`src/rtl/ql_bank_pkg.sv`:
```
// ql_bank_pkg: shared state type and phase-counter sizing for the bank programmer
package ql_bank_pkg;

    typedef enum logic [1:0] {IDLE, SETUP, PULSE, HOLD} ql_bank_state_t;

    function automatic int ql_bank_phase_w(input int s, input int p, input int h);
        int m;
        m = (s > p) ? s : p;
        m = (m > h) ? m : h;
        return $clog2(m + 1);
    endfunction

endpackage

```
`src/rtl/ql_wl_decoder.sv`:
```
// ql_wl_decoder: binary word-line index to one-hot select, all-zero when disabled
module ql_wl_decoder #(
    parameter int WIDTH = 204,
    parameter int AW    = $clog2(WIDTH)
) (
    input  logic          en,
    input  logic [AW-1:0] addr,
    output logic [0:WIDTH-1] dec
);

    for (genvar i = 0; i < WIDTH; i++) begin : g_dec
        assign dec[i] = en & (addr == AW'(i));
    end

endmodule

```
`src/rtl/ql_bank_programmer.sv`:
```
// ql_bank_programmer: writes one configuration row per frame with setup / wl pulse / hold timing
module ql_bank_programmer
    import ql_bank_pkg::*;
#(
    parameter int BL_WIDTH  = 204,
    parameter int WL_WIDTH  = 204,
    parameter int SETUP_CYC = 1,
    parameter int PULSE_CYC = 2,
    parameter int HOLD_CYC  = 1,
    localparam int WL_AW    = $clog2(WL_WIDTH)
) (
    input  logic                clk,
    input  logic                reset,
    input  logic                frm_valid,
    output logic                frm_ready,
    input  logic [WL_AW-1:0]    frm_wl_addr,
    input  logic [BL_WIDTH-1:0] frm_bl_data,
    input  logic                err_clr,
    output logic [0:BL_WIDTH-1] bl,
    output logic [0:WL_WIDTH-1] wl,
    output logic                busy,
    output logic                err_addr,
    output logic [15:0]         frames_done
);

    localparam int PW = ql_bank_phase_w(SETUP_CYC, PULSE_CYC, HOLD_CYC);

    ql_bank_state_t      state, state_n;
    logic [PW-1:0]       cnt, cnt_n;
    logic [WL_AW-1:0]    addr_q;
    logic [0:WL_WIDTH-1] wl_n;
    logic                take, addr_ok, good, bad, done;

    assign frm_ready = (state == IDLE);
    assign busy      = (state != IDLE);
    assign take      = frm_valid & frm_ready;
    assign addr_ok   = int'(frm_wl_addr) < WL_WIDTH;
    assign good      = take & addr_ok;
    assign bad       = take & ~addr_ok;

    // Phase sequencing: each phase reloads the shared down-counter on entry and leaves when it hits zero
    always_comb begin
        state_n = state;
        cnt_n   = cnt;
        done    = 1'b0;
        case (state)
            IDLE: begin
                if (good) begin
                    state_n = SETUP;
                    cnt_n   = PW'(SETUP_CYC - 1);
                end
            end
            SETUP: begin
                state_n = (cnt == '0) ? PULSE : SETUP;
                cnt_n   = (cnt == '0) ? PW'(PULSE_CYC - 1) : cnt - PW'(1);
            end
            PULSE: begin
                state_n = (cnt == '0) ? HOLD : PULSE;
                cnt_n   = (cnt == '0) ? PW'(HOLD_CYC - 1) : cnt - PW'(1);
            end
            default: begin
                state_n = (cnt == '0) ? IDLE : HOLD;
                cnt_n   = (cnt == '0) ? '0 : cnt - PW'(1);
                done    = (cnt == '0);
            end
        endcase
    end

    ql_wl_decoder #(.WIDTH(WL_WIDTH), .AW(WL_AW)) u_dec (
        .en   (state_n == PULSE),
        .addr (addr_q),
        .dec  (wl_n)
    );

    // Registered state, latches and line drivers; reset drops bl/wl at once and abandons the frame
    always_ff @(posedge clk or negedge reset) begin
        if (!reset) begin
            state       <= IDLE;
            cnt         <= '0;
            addr_q      <= '0;
            bl          <= '0;
            wl          <= '0;
            err_addr    <= 1'b0;
            frames_done <= '0;
        end else begin
            state       <= state_n;
            cnt         <= cnt_n;
            addr_q      <= good ? frm_wl_addr : addr_q;
            bl          <= good ? frm_bl_data : (done ? '0 : bl);
            wl          <= wl_n;
            err_addr    <= bad ? 1'b1 : (err_clr ? 1'b0 : err_addr);
            frames_done <= (done && frames_done != 16'hFFFF) ? frames_done + 16'd1 : frames_done;
        end
    end

endmodule

```
`config.mk`:
```
export PLATFORM = sky130hd
export DESIGN_NAME = ql_bank_programmer
export DESIGN_NICKNAME = d
export VERILOG_FILES = /design/src/rtl/ql_bank_pkg.sv /design/src/rtl/ql_wl_decoder.sv /design/src/rtl/ql_bank_programmer.sv
export SDC_FILE = /design/constraint.sdc
export NUM_CORES = 1
export LEC_CHECK = 0
export CELL_PAD_IN_SITES_DETAIL_PLACEMENT = 2
export CELL_PAD_IN_SITES_GLOBAL_PLACEMENT = 2
export CORE_AREA = 2 2 250 252
export CTS_BUF_LIST = sky130_fd_sc_hd__clkbuf_8
export CTS_CLUSTER_DIAMETER = 60
export DETAILED_ROUTE_END_ITERATION = 8
export DIE_AREA = 0 0 252 254
export DONT_BUFFER_PORTS = 1
export GPL_ROUTABILITY_DRIVEN = 0
export PLACE_DENSITY = 0.62
export REMOVE_ABC_BUFFERS = 1
export SYNTH_ARGS = -nofsm -noshare
export SYNTH_HDL_FRONTEND = slang
export SYNTH_SLANG_ARGS = --single-unit
```
`constraint.sdc`:
```
create_clock -name clk -period 5.28 [get_ports clk]
set_clock_uncertainty 0.15 [all_clocks]
set_input_delay 0.528 -clock clk [delete_from_list [all_inputs] [get_ports clk]]
set_output_delay 0.528 -clock clk [all_outputs]
set_load 0.01 [all_outputs]
```
==> results.cfg <==
[worst_setup_path]
cp-endpoint = bl[177]
r2r_start = state[1]
rr_worst_depth = 5
cp_max_fo = 65
required_ns = 5.68
setup.worst_path.start = state[1]
criticalPathCategory = reg -> reg
cp-end-kind = flip-flop
ff2ff_setup_slack_ns = 2.16
r2r_end = bl[177]
critPathArrivalTime_ns = 3.52
critPathLaunchType = flip-flop

[clocking]
clk_pin_slew_ns = 0.07
postCtsHoldBufs = 215
cts_root_buf = clkbuf_8
insertion_delay_ns = 0.65
cts_buffer_depth = 3
numCtsBuffers = 80
cts_tree = done
clock-sinks = 437
htreeDepth = 3

[run]
maxCapViolCount = 0

[pwr]
p_clk_frac = 0.297
leakage_nw = 8.91
swShare = 0.373
pwr-share-comb = 0.196
p_seq_frac = 0.507
power_density_nw_per_um2 = 572
switching_power_w = 0.00412
ir_drop_mv = 0.323
p_int_w = 0.00693

[routing]
wl_per_cell_um = 26.4
viasPerCell = 4.71
routed_wirelength_um = 57300
routed-via-count = 10200
drt_first_pass_iters = 4
drtAntennaViolNets = 0
drtIter0Drc = 576
drc_errors = 0

[run_status]
status = finished, violations left
violations = hold timing, slew limit

[floorplan]
initial_utilization = 0.241
rows = 91
boundaryPins = 643
core_um2 = 61300
die_x_um = 252
dieArea_um2 = 64000
dieHeight_um = 254

[sta]
fin_crit_ns = 3.12
clock.fmax_mhz = 320
rsz0062_at_grt = false
drv_slew = 265
hold_violations = 343
relSlewSlack = -0.722
period_share = 0.591
fin_setup_tns_ns = 0
fin_ws_ns = 2.16
whs_ns = -0.577
tightestPinTransition_ns = 2.58
setup_viol = 0

[synthesis]
synthArstFlopShare = 1.00
ys.flop_type = dfrtp_1
ys_types = 42
yosys-top-cells-area = dfrtp_1, a22o_1, nor2_1, nand2_1, buf_2
syn_inst = 1080
yosys_warnings = 0
ys_seq_area_frac = 0.740
yosys.cell_count.top_type = dfrtp_1
syn_area_um2 = 14800
synth_seq_cells = 437
synthTopCellsByCount = dfrtp_1, nor2_1, a22o_1
yosysTopAreaCell = dfrtp_1
synth_top_area_share = 0.740
synth_enable_flop_cells = 0
syn_area_per_cell_um2 = 13.7

[global_route]
grt_pass1_vias = 11600
overflow = 0
antenna_found_initial = 13
grt_usage = 0.173
grt_max_degree = 438
grt_pass1_wl_um = 82200

[hold_path]
hold_class = in -> async

[placement]
numPortBuffers = 0
dp_hpwl_um = 34400
pre_cts_ws_ns = 2.21

[finish]
syn_to_final_growth_pct = 30.8
final_nets = 1533
layout-drive-gt1-share = 0.104
logic make-up (layout without fill, tap and decap cells):
family / after synthesis / in the layout / synth area share
muxes: 7 / 7 / 0.00533
DFF: 437 / 437 / 0.740
buffers and inverters: 76 / 367 / 0.0246
AOI/OAI and AO/OA: 222 / 222 / 0.131
other: 0 / 10 / 0
and+or+nand+nor: 324 / 324 / 0.0909
adders and majority gates: 1 / 1 / 0.000847
xor gates and xnor gates: 13 / 13 / 0.00771
worst max-delay path, cell delays in order, from the launching register on:
cell,delay (ns)
dfrtp_1,0.44
or3b_1,0.49
a31oi_4,0.23
buf_4,0.60
buf_4,0.71
a22o_1,0.30
power by group through the flow:
stage | combinational (W) | clock, W | sequential, W
final | 0.00217 | 0.00328 | 0.00560
after floorplan | 0.00152 | 0 | 0.00515
after detailed placement | 0.00195 | 0 | 0.00557
after global routing | 0.00239 | 0.00356 | 0.00569
after CTS | 0.00212 | 0.00336 | 0.00554
after global placement | 0.00186 | 0 | 0.00558
how the worst min path moves through the flow:
stage	start	to	depth (start not counted)
after global placement	reset	wl[130]	0
after CTS	reset	wl[199]	0
after floorplan	reset	addr_q[0]	0
final	reset	wl[199]	0
after detailed placement	reset	wl[199]	0
after global routing	reset	wl[24]	0
registers in the layout, indices dropped and copies added (netlist names):
signal / flops
bl: 204
addr_q: 8
wl: 204
state: 2
frames_done: 16
cnt: 2
err_addr: 1
metrics by stage:
step | instances | hold WS [ns] | cell area (µm²) | utilization | power (W)
2_1_floorplan | 1008 | 0.0824 | 14400 | - | 0.00667
3_3_place_gp | 1809 | 0.0941 | 15500 | 0.253 | 0.00744
3_5_place_dp | 1809 | 0.0926 | 15500 | 0.253 | 0.00752
4_1_cts | 2161 | -0.670 | 19300 | 0.315 | 0.0110
5_1_grt | 2171 | -0.662 | 19300 | 0.315 | 0.0116
6_report | 2171 | -0.577 | 19300 | 0.315 | 0.0111
final cells by class:
| cell class | count | area (µm²) |
|---|---|---|
| Sequential cell | 437 | 10900 |
| Multi-Input combinational cell | 567 | 3490 |
| Tap cell | 790 | 988 |
| Timing Repair Buffer | 226 | 2250 |
| Fill cell | 6353 | 41900 |
| Antenna cell | 10 | 25.0 |
| Inverter | 4 | 15.0 |
| Clock buffer | 96 | 1320 |
| Clock inverter | 41 | 298 |
placed cells by master (no fill, tap or decap), types with 2 or more instances in the layout:
cell / instances
a22o_1: 204
a31oi_1: 2
and3_1: 2
and4_1: 2
buf_4: 10
bufinv_16: 2
clkbuf_8: 96
clkinv_2: 4
clkinv_4: 4
clkinv_8: 3
clkinvlp_4: 5
dfrtp_1: 437
diode_2: 10
dlygate4sd3_1: 215
inv_1: 25
inv_6: 2
mux2_2: 7
nand2_1: 59
nand2b_1: 5
nand3_1: 5
nand3b_1: 3
nand4_1: 7
nor2_1: 218
nor2b_1: 3
nor3_1: 8
nor4_1: 2
o211ai_1: 2
o21ai_0: 3
o22a_1: 2
xnor2_1: 10
xor2_1: 3
metal layers:
layer,track usage,up-vias,share of wire
met3,0.0925,90,0.12
met4,0.0654,2,0.026
met5,0,-,0.00017
met2,0.295,515,0.50
li1,-,4231,-
met1,0.180,5383,0.35
what timing repair did:
action                                 in CTS  in global routing
gates resized for setup                     0                  0
buffers inserted                            0                  0
endpoints found under the hold margin     652                437
Note: power is estimated with default switching activity, not from simulation.
